File: src/rtl/mult_pkg.sv
// rtl/mult_pkg.sv - shared constants and elaboration helpers for the pipelined multiplier
package mult_pkg;

   localparam int MAX_N = 32;

   function automatic int clog2(input int v);
      int r;
      r = 0;
      while ((1 << r) < v) r++;
      return r;
   endfunction

   function automatic int mult_lat(input int n);
      return 1 + clog2(n);
   endfunction

   // Operand count entering adder-tree level k (level 0 = partial products).
   function automatic int lvl_cnt(input int n, input int k);
      int c;
      c = n;
      for (int i = 0; i < k; i++) c = (c + 1) / 2;
      return c;
   endfunction

   // Operand offset of level k inside the flat tree bus.
   function automatic int lvl_off(input int n, input int k);
      int s;
      s = 0;
      for (int i = 0; i < k; i++) s += lvl_cnt(n, i);
      return s;
   endfunction

endpackage

File: src/rtl/mult_tree_level.sv
// rtl/mult_tree_level.sv - one registered adder-tree level, pairs summed, odd last operand passed
module mult_tree_level
   import mult_pkg::*;
#(
   parameter int IN_CNT = 8,
   parameter int W      = 16,
   parameter int TAG_W  = 4
)(
   input  logic                              clk,
   input  logic                              rst,
   input  logic                              en,
   input  logic                              in_valid,
   input  logic [TAG_W-1:0]                  in_tag,
   input  logic [IN_CNT*W-1:0]               in_data,
   output logic                              out_valid,
   output logic [TAG_W-1:0]                  out_tag,
   output logic [((IN_CNT+1)/2)*W-1:0]       out_data
);

   localparam int OUT_CNT = (IN_CNT + 1) / 2;

   logic [OUT_CNT*W-1:0] sum;

   for (genvar j = 0; j < OUT_CNT; j++) begin : g_pair
      if (2*j + 1 < IN_CNT) begin : g_add
         assign sum[j*W +: W] = in_data[(2*j)*W +: W] + in_data[(2*j+1)*W +: W];
      end else begin : g_pass
         assign sum[j*W +: W] = in_data[(2*j)*W +: W];
      end
   end

   always_ff @(posedge clk) begin
      if (rst) begin
         out_valid <= 1'b0;
         out_tag   <= '0;
         out_data  <= '0;
      end else if (en) begin
         out_valid <= in_valid;
         out_tag   <= in_tag;
         out_data  <= sum;
      end
   end

endmodule

File: src/rtl/pipe_mult_stream.sv
// rtl/pipe_mult_stream.sv - fully pipelined signed/unsigned N-bit multiplier with valid/ready and tag
module pipe_mult_stream
   import mult_pkg::*;
#(
   parameter int N     = 8,
   parameter int TAG_W = 4
)(
   input  logic               clk,
   input  logic               rst,
   input  logic               in_valid,
   output logic               in_ready,
   input  logic [N-1:0]       in_a,
   input  logic [N-1:0]       in_b,
   input  logic               in_signed,
   input  logic [TAG_W-1:0]   in_tag,
   output logic               out_valid,
   input  logic               out_ready,
   output logic [2*N-1:0]     out_p,
   output logic [TAG_W-1:0]   out_tag
);

   localparam int LEVELS = clog2(N);
   localparam int PW     = 2 * N;
   localparam int TOT    = lvl_off(N, LEVELS + 1);

   // Every tree level lives in one flat bus so each slice has exactly one driver.
   wire [TOT*PW-1:0]             tree;
   wire [LEVELS:0]               v;
   wire [LEVELS:0][TAG_W-1:0]    tag;

   logic [N*PW-1:0]  pp_d;
   logic [N*PW-1:0]  pp_q;
   logic [PW-1:0]    a_ext;
   logic [PW-1:0]    term;
   logic             v0_q;
   logic [TAG_W-1:0] tag0_q;
   logic             en;

   assign en       = !out_valid | out_ready;
   assign in_ready = en & !rst;

   // In signed mode the multiplier MSB carries weight -2^(N-1), so that row is negated.
   always_comb begin
      pp_d  = '0;
      term  = '0;
      a_ext = in_signed ? {{N{in_a[N-1]}}, in_a} : {{N{1'b0}}, in_a};
      for (int i = 0; i < N; i++) begin
         term = in_b[i] ? (a_ext << i) : '0;
         if (in_signed && (i == N - 1)) term = -term;
         pp_d[i*PW +: PW] = term;
      end
   end

   always_ff @(posedge clk) begin
      if (rst) begin
         pp_q   <= '0;
         v0_q   <= 1'b0;
         tag0_q <= '0;
      end else if (en) begin
         pp_q   <= pp_d;
         v0_q   <= in_valid & in_ready;
         tag0_q <= in_tag;
      end
   end

   assign tree[0 +: N*PW] = pp_q;
   assign v[0]            = v0_q;
   assign tag[0]          = tag0_q;

   for (genvar k = 0; k < LEVELS; k++) begin : g_lvl
      mult_tree_level #(
         .IN_CNT (lvl_cnt(N, k)),
         .W      (PW),
         .TAG_W  (TAG_W)
      ) u_lvl (
         .clk       (clk),
         .rst       (rst),
         .en        (en),
         .in_valid  (v[k]),
         .in_tag    (tag[k]),
         .in_data   (tree[lvl_off(N, k)*PW +: lvl_cnt(N, k)*PW]),
         .out_valid (v[k+1]),
         .out_tag   (tag[k+1]),
         .out_data  (tree[lvl_off(N, k+1)*PW +: lvl_cnt(N, k+1)*PW])
      );
   end

   // Bubble slots carry whatever data was loaded; only valid results leave the block.
   assign out_valid = v[LEVELS];
   assign out_p     = out_valid ? tree[lvl_off(N, LEVELS)*PW +: PW] : '0;
   assign out_tag   = out_valid ? tag[LEVELS] : '0;

endmodule

File: config.mk
export PLATFORM = sky130hd
export DESIGN_NAME = pipe_mult_stream
export DESIGN_NICKNAME = d
export VERILOG_FILES = /design/src/rtl/mult_pkg.sv /design/src/rtl/mult_tree_level.sv /design/src/rtl/pipe_mult_stream.sv
export SDC_FILE = /design/constraint.sdc
export NUM_CORES = 1
export LEC_CHECK = 0
export BUFFER_PORTS_ARGS = -buffer_cell sky130_fd_sc_hd__clkbuf_2
export CORE_MARGIN = 2
export CORE_UTILIZATION = 54
export DETAILED_ROUTE_END_ITERATION = 8
export GPL_ROUTABILITY_DRIVEN = 0
export MAX_ROUTING_LAYER = met4
export PLACE_DENSITY_LB_ADDON = 0.12
export SLEW_MARGIN = 20
export SYNTH_ARGS = -nofsm -noshare
export SYNTH_HDL_FRONTEND = slang
export SYNTH_SLANG_ARGS = --single-unit
export TNS_END_PERCENT = 20
File: constraint.sdc
create_clock -name clk -period 2.35 [get_ports clk]
set_input_delay 0.235 -clock clk [delete_from_list [all_inputs] [get_ports clk]]
set_output_delay 0.235 -clock clk [all_outputs]
set_load 0.03 [all_outputs]
Word-level counts from Yosys, hierarchy flattened
Index checks and enable logic that the tools add are counted.

ROM bits: 0. Flip-flop bits (word level): 260. Input port bits: 25. Memories kept: 0. Output and inout port bits: 22. Word-level logic and storage cells: 37. Latch bits: 0. Memory bits (writable): 0.

Equal/unequal tests: 0. $add $sub $neg: 8. Reductions and logical operators: 2. $lt $le $gt $ge: 0. Muxes and demuxes: 12. Shift operators: 0. Div/mod/pow operators: 0. Bitwise operators: 3. Multipliers: 0.

Operators with widths (count): 16-bit 2-to-1 mux (11); 16-bit adder (7); 16-bit negation (1); 4-bit 2-to-1 mux (1); 1-bit bitwise AND (2); 1-bit zero test (2); 1-bit bitwise OR (1).

Logic depth before layout (Yosys ltp)
Gate-level depths: netlist of run 1.

Word-level depth: 4. Depth in mapped cells: 9. Gate-level depth less buffers: 9.

Modules after synthesis
From an unflattened synthesis of run 1, not the netlist that was laid out.

Cells, all modules: 1504. Area total of the unflattened synthesis: 12543.3 um2.

By module, submodules not included: mult_tree_level at g_lvl[0].u_lvl (area an instance 5242.5 um2, instances 1, seq. area each 1381.3 um2, cells an instance 627); pipe_mult_stream (area an instance 3165.5 um2, instances 1, seq. area each 1541.5 um2, cells an instance 397); mult_tree_level at g_lvl[1].u_lvl (area an instance 2645.0 um2, instances 1, seq. area each 740.7 um2, cells an instance 308); mult_tree_level at g_lvl[2].u_lvl (area an instance 1490.2 um2, instances 1, seq. area each 420.4 um2, cells an instance 172).

Least setup slack after synthesis of run 1
Ideal clock, no wire load.

Kind: reg2reg. Start point: reg pp_q[1]. End point: reg g_lvl[0].u_lvl.out_data[9]. Data arrival time: 1.868 ns. Stages on the path, launching flop included: 9. Clock period less this slack: 1.990 ns. Slack: 0.360 ns. Setup time: 0.122 ns. Data required time: 2.228 ns. Path buffers: 0. Cells stage by stage: dfxtp_1 -> ha_1 -> fa_1 -> a21o_1 -> a21oi_1 -> o32ai_1 -> nor2_1 -> nor4_1 -> a311o_1.

Longest elaborated chain between the ends: 1.

Ends and longest elaborated chain: from (decl) (RTL line pipe_mult_stream.sv:32) `logic [N*PW-1:0] pp_q;`; from (signal assigned) (RTL line pipe_mult_stream.sv:60) `pp_q <= pp_d;`; 16-bit adder (RTL line mult_tree_level.sv:26) `assign sum[j*W +: W] = in_data[(2*j)*W +: W] + in_data[(2*j+1)*W +: W];`; to (signal assigned) (RTL line mult_tree_level.sv:40) `out_data <= sum;`; to (decl) (RTL line mult_tree_level.sv:17) `output logic [((IN_CNT+1)/2)*W-1:0] out_data`.

No other way between the ends. A chain may end at the register's enable or synchronous reset.

Worst setup path after layout of run 1
Ends and elaborated chain as after synthesis.

==> results of run 1 <==
-- report_power, final --
part	leakage (nW)	internal [mW]	switching (mW)
clock	0.266	1.42	1.34
combinational	2.63	0.321	0.480
sequential	1.54	3.35	0.100
-- Yosys cell counts, types with 13 or more instances --
cell type,n,area [sq um]
nand2_1,220,826
inv_1,28,105
a21o_1,15,113
ha_1,69,863
nor2b_1,13,81.3
and2_1,21,131
a211oi_1,19,143
nor2_1,89,334
xnor2_1,34,298
clkbuf_1,69,259
a21oi_1,180,901
dfxtp_1,188,3760
o21ai_0,49,245
xor2_1,14,123
nand3_1,76,380
-- worst max-delay path, cell delays in order (launching register included) --
cell and delay (ns):
dfxtp_1 0.31, ha_1 0.22, fa_1 0.41, a21o_1 0.19
a21oi_2 0.21, o32ai_1 0.15, nor2_1 0.13, nor4_1 0.06
a311o_1 0.33
-- logic make-up after synthesis --
group / count (synthesis) / share of synthesized area [%]
xor gates and xnor gates: 48 / 4.37
AOI/OAI and AO/OA: 329 / 20.1
and+or+nand+nor: 465 / 21.5
muxes: 1 / 0.104
buffers and inverters: 110 / 4.31
DFF: 188 / 39.2
adders and majority gates: 76 / 10.4
-- what timing repair did --
| item | CTS | global route |
|---|---|---|
| gates resized for setup | 0 | 1 |
| endpoints found under the hold margin | 0 | 0 |
| hold buffers | 0 | 0 |
| endpoints found under the setup margin | 0 | 2 |
-- state kept, by name, indices dropped and copies added (netlist names) --
signal and cells:
tag0_q 4, g_lvl.u_lvl.out_valid 3, pp_q 72, v0_q 1, g_lvl.u_lvl.out_data 96, g_lvl.u_lvl.out_tag 12
-- cell type report --
| type | instances | area share, % |
|---|---|---|
| clock inverter | 14 | 1.16 |
| clock buffer | 18 | 4.15 |
| sequential | 188 | 35.6 |
| inverter | 28 | 0.993 |
| tap | 225 | 2.66 |
| timing repair buffer | 62 | 3.93 |
| multi-input combinational | 919 | 51.5 |
-- stage by stage --
stage / hold slack (ns) / utilization, %
3_5_place_dp: 0.441 / 57.7
3_3_place_gp: 0.434 / 57.7
6_report: 0.0245 / 61.0
2_1_floorplan: 0.375 / -
5_1_grt: 0.0229 / 61.0
4_1_cts: 0.0138 / 60.9
-- cells in the final DEF, fill, tap and decap left out, drive strengths merged, types with 8 or more instances in the layout --
cell type / instances
a211oi: 20
a21o: 15
a21oi: 180
and2: 21
buf: 17
clkbuf: 63
dfxtp: 188
ha: 69
inv: 38
nand2: 220
nand3: 76
nor2: 89
nor2b: 13
nor3: 10
o21a: 11
o21ai: 50
o31ai: 8
xnor2: 34
xor2: 14
-- how the worst min path moves through the flow --
stage | start | to | slack (ns) | cells past startpoint
5_1_grt | in_tag[3] | tag0_q[3]$_SDFFE_PP0N_ | 0.02 | 3
4_1_cts | in_tag[0] | tag0_q[0]$_SDFFE_PP0N_ | 0.01 | 3
3_3_place_gp | g_lvl[2].u_lvl.out_data[2]$_SDFFE_PP0N_ | g_lvl[2].u_lvl.out_data[2]$_SDFFE_PP0N_ | 0.43 | 2
3_5_place_dp | g_lvl[2].u_lvl.out_tag[1]$_SDFFE_PP0N_ | g_lvl[2].u_lvl.out_tag[1]$_SDFFE_PP0N_ | 0.44 | 2
6_report | in_tag[1] | tag0_q[1]$_SDFFE_PP0N_ | 0.02 | 3
2_1_floorplan | in_tag[0] | tag0_q[0]$_SDFFE_PP0N_ | 0.38 | 2
-- metal layers --
layer	routed length, um	up-vias	global-route usage (%)	share of wire, %
met5	0	-	-	0
met4	297	0	6.64	1.4
met3	966	20	3.24	4.4
met2	9930	194	38.7	46
met1	10600	3733	34.1	49
li1	-	4217	-	-
==> impl_metrics.env, run 1 <==
export IMPL_fp_dieW_um=137
export IMPL_finalMaxSlewViolations=0
export IMPL_critical_path_arrival_ns=2.43
export IMPL_layout_nets=1317
export IMPL_fin_area_sq_mm=0.0106
export IMPL_core_sq_mm=0.0174
export IMPL_min_period_ns=2.11
export IMPL_r2r_start="pp_q[1]$_SDFFE_PP0N_"
export IMPL_wire_per_inst_um=15.0
export IMPL_io_buffers=46
export IMPL_period_share_pct=89.8
export IMPL_crit_start="pp_q[1]$_SDFFE_PP0N_"
export IMPL_final_fill_count=1620
export IMPL_rrSetupSlack_ns=0.24
export IMPL_ys_ff_latch=188
export IMPL_setup_viol_count_final=0
export IMPL_postRouteAntennaNets=0
export IMPL_dr_pass1_iters=5
export IMPL_cp_max_fo=3
export IMPL_crit_required_ns=2.67
export IMPL_synth_main_ff_cell="dfxtp_1"
export IMPL_yosysWarnings=0
export IMPL_grt_antenna_before_repair=0
export IMPL_layout_area_seq_sq_mm=0.00376
export IMPL_drcViolationCount=0
export IMPL_cts_buffer_depth=2
export IMPL_fmax_ghz=0.474
export IMPL_wl_um=21800
export IMPL_ys_seq_area_share_pct=39.2
export IMPL_setup_slack_ns=0.239
export IMPL_cts_tree="done"
export IMPL_num_io_pins=47
export IMPL_grt_pass1_wl_um=36100
export IMPL_ys_types=60
export IMPL_hold_viol_final=0
export IMPL_outcome="complete, no violations"
export IMPL_worstRegToRegCells=8
export IMPL_htreeDepth=4
export IMPL_relSlewSlack_pct=45.1
export IMPL_timing_setup_tns_ns=0
export IMPL_synth_edff_count=0
export IMPL_multiInputGateArea_sq_mm=0.00545
export IMPL_start_kind="flop"
export IMPL_crit_path_end="g_lvl[0].u_lvl.out_data[9]$_SDFFE_PP0N_"
export IMPL_core_rowCount=48
export IMPL_cts_setup_buffers=0
export IMPL_clk_latency_ns=0.44
export IMPL_crit_path_end_kind="flop"
export IMPL_r2r_end="g_lvl[0].u_lvl.out_data[9]$_SDFFE_PP0N_"
export IMPL_hold_path_class="input port to flop"
export IMPL_power_density_mw_per_mm2=664
export IMPL_cts_root_buf="clkbuf_16"
export IMPL_rsz0062_at_grt="false"
export IMPL_grt_total_usage_pct=24.8
export IMPL_clkTransAtPathRegs_ns=0.07
export IMPL_avgSynthCellArea_sq_um=7.90
export IMPL_clock_skew_ns=0.0116
export IMPL_cap_viol_max_count=0
export IMPL_die_h_um=137
export IMPL_critPathKind="flop to flop"
export IMPL_cts_made_buffers=17
export IMPL_dp_cells=1422
export IMPL_start_util_pct=55.4
export IMPL_synthCells=1217
export IMPL_drtIter0Drc=544
export IMPL_async_reset_ff_share_pct=0
export IMPL_grt_pass1_vias=7299
export IMPL_final_cells=1454
export IMPL_leakagePower_nw=4.44
export IMPL_tightest_slew_ns=0.823
export IMPL_die_area_sq_mm=0.0189
export IMPL_grt_max_degree=168
export IMPL_syn_area_sq_mm=0.00961
export IMPL_via_per_inst=5.61
export IMPL_grt_ovfl_total=0
export IMPL_p_total_mw=7.02
export IMPL_final_layout_size_suffix_gt1_share_pct=8.54
export IMPL_antennaDiodeCount=0
export IMPL_place_area_sq_mm=0.0100
export IMPL_vdd_drop_max_mv=0.518
export IMPL_area_growth_pct=10.1
export IMPL_cts_sinks=188
export IMPL_num_vias=8164
export IMPL_dp_slack_ns=0.174
export IMPL_synth_nets=1318
export IMPL_hpwl_um=15000
No activity file was read; power rests on OpenSTA's default activity.
==> run 2: changes to the inputs <==
CORE_UTILIZATION = 48   (was 54)
==> impl_metrics.env, run 2 (synthesis gave the netlist of run 1 again) <==
export IMPL_die_area_sq_mm=0.0212
export IMPL_die_h_um=146
export IMPL_clkTransAtPathRegs_ns=0.07
export IMPL_crit_path_end_kind="flop"
export IMPL_place_area_sq_mm=0.0101
export IMPL_start_kind="flop"
export IMPL_worstPathCellList="ha_1 > fa_1 > a21o_1 > a21oi_1 > o32ai_1 > nor2_1 > nor4_1 > a311o_1"
export IMPL_cap_viol_max_count=0
export IMPL_power_density_mw_per_mm2=671
export IMPL_postCtsResizedCells=0
export IMPL_htreeDepth=4
export IMPL_reg_top3="g_lvl.u_lvl.out_data x96, pp_q x72, g_lvl.u_lvl.out_tag x12"
export IMPL_grt_max_degree=70
export IMPL_wire_per_inst_um=15.0
export IMPL_cts_sinks=188
export IMPL_fp_dieW_um=146
export IMPL_rsz0062_at_grt="false"
export IMPL_worstRegToRegCells=8
export IMPL_finalMaxSlewViolations=0
export IMPL_core_sq_mm=0.0195
export IMPL_period_share_pct=91.8
export IMPL_final_common_cell="nand2_1"
export IMPL_critical_path_arrival_ns=2.47
export IMPL_leakagePower_nw=4.48
export IMPL_top_register="g_lvl.u_lvl.out_data"
export IMPL_layout_nets=1325
export IMPL_hold_viol_final=0
export IMPL_grt_antenna_before_repair=1
export IMPL_hold_buffers=0
export IMPL_outcome="complete, no violations"
export IMPL_crit_family="compound AO/OA/AOI/OAI gates"
export IMPL_drtIter0Drc=513
export IMPL_cp_max_fo=3
export IMPL_cts_setup_buffers=0
export IMPL_grt_pass1_wl_um=37500
export IMPL_tightest_slew_ns=0.661
export IMPL_crit_required_ns=2.66
export IMPL_critPathKind="flop to flop"
export IMPL_fin_util_pct=54.8
export IMPL_vdd_drop_max_mv=0.500
export IMPL_drcViolationCount=0
export IMPL_postRouteAntennaNets=0
export IMPL_min_period_ns=2.16
export IMPL_start_util_pct=49.2
export IMPL_core_rowCount=51
export IMPL_grt_ovfl_total=0
export IMPL_cts_made_buffers=17
export IMPL_wl_um=22500
export IMPL_p_total_mw=7.18
export IMPL_relSlewSlack_pct=55.8
export IMPL_clk_latency_ns=0.43
export IMPL_critical_path_depth=8
export IMPL_area_growth_pct=11.3
export IMPL_largest_reg_flops=96
export IMPL_crit_buf_inv=0
export IMPL_timing_setup_tns_ns=0
export IMPL_fin_area_sq_mm=0.0107
export IMPL_hold_depth=3
export IMPL_via_per_inst=5.39
export IMPL_max_stage_delay_ns=0.40
export IMPL_mostFrequentLayoutCells="nand2_1 (220), dfxtp_1 (188), a21oi_1 (180)"
export IMPL_grt_total_usage_pct=22.1
export IMPL_cts_buffer_depth=2
export IMPL_hold_path_class="input port to flop"
export IMPL_num_vias=8100
export IMPL_clock_skew_ns=0.0112
export IMPL_io_buffers=46
export IMPL_num_io_pins=47
export IMPL_dr_pass1_iters=5
export IMPL_final_layout_size_suffix_gt1_share_pct=8.97
export IMPL_cp_slowest_cell="fa_1"
export IMPL_hpwl_um=15700
export IMPL_cts_tree="done"
export IMPL_cts_root_buf="clkbuf_16"
export IMPL_grt_pass1_vias=7368
export IMPL_fmax_ghz=0.463
export IMPL_setup_viol_count_final=0
## run 2: report_power, final
group | switching (mW) | leakage (nW) | total, mW | internal [mW]
Sequential | 0.100 | 1.54 | 3.45 | 3.35
Combinational | 0.482 | 2.66 | 0.806 | 0.324
Clock | 1.30 | 0.280 | 2.93 | 1.62
## run 2: area by class of cell
cell class	instances	area, sq um
inverter	28	105
sequential	188	3760
multi-input combinational	919	5450
fill	1933	8830
tap	265	332
clock inverter	13	154
timing repair buffer	70	450
clock buffer	19	443
antenna	1	2.50
## run 2: per-layer routing
metal / part of all wire (%) / track usage (%) / vias to the layer above
li1: - / - / 4218
met5: 0 / - / -
met2: 45 / 33.3 / 152
met3: 3.4 / 3.61 / 23
met1: 50 / 30.7 / 3707
met4: 1.5 / 6.18 / 0
## run 2: worst register-to-register path, cell delays in order (launching register included)
cell	delay (ns)
dfxtp_1	0.32
ha_1	0.22
fa_1	0.40
a21o_1	0.17
a21oi_1	0.25
o32ai_1	0.16
nor2_1	0.13
nor4_1	0.06
a311o_1	0.32
## run 2: metrics by stage
step                hold WS, ns  setup WS, ns  instances
global route             0.0273        0.0868       1503
floorplan                 0.375         0.360       1217
global placement          0.430         0.231       1470
detailed placement        0.439         0.202       1470
finish                   0.0248         0.192       1503
CTS                      0.0122         0.192       1502
## run 2: worst paths after layout
path	start	end	slack, ns
max	pp_q[1]$_SDFFE_PP0N_	g_lvl[0].u_lvl.out_data[9]$_SDFFE_PP0N_	0.19
min	in_tag[1]	tag0_q[1]$_SDFFE_PP0N_	0.02
max reg2reg	pp_q[1]$_SDFFE_PP0N_	g_lvl[0].u_lvl.out_data[9]$_SDFFE_PP0N_	0.19
min reg2reg	g_lvl[2].u_lvl.out_tag[2]$_SDFFE_PP0N_	g_lvl[2].u_lvl.out_tag[2]$_SDFFE_PP0N_	0.45
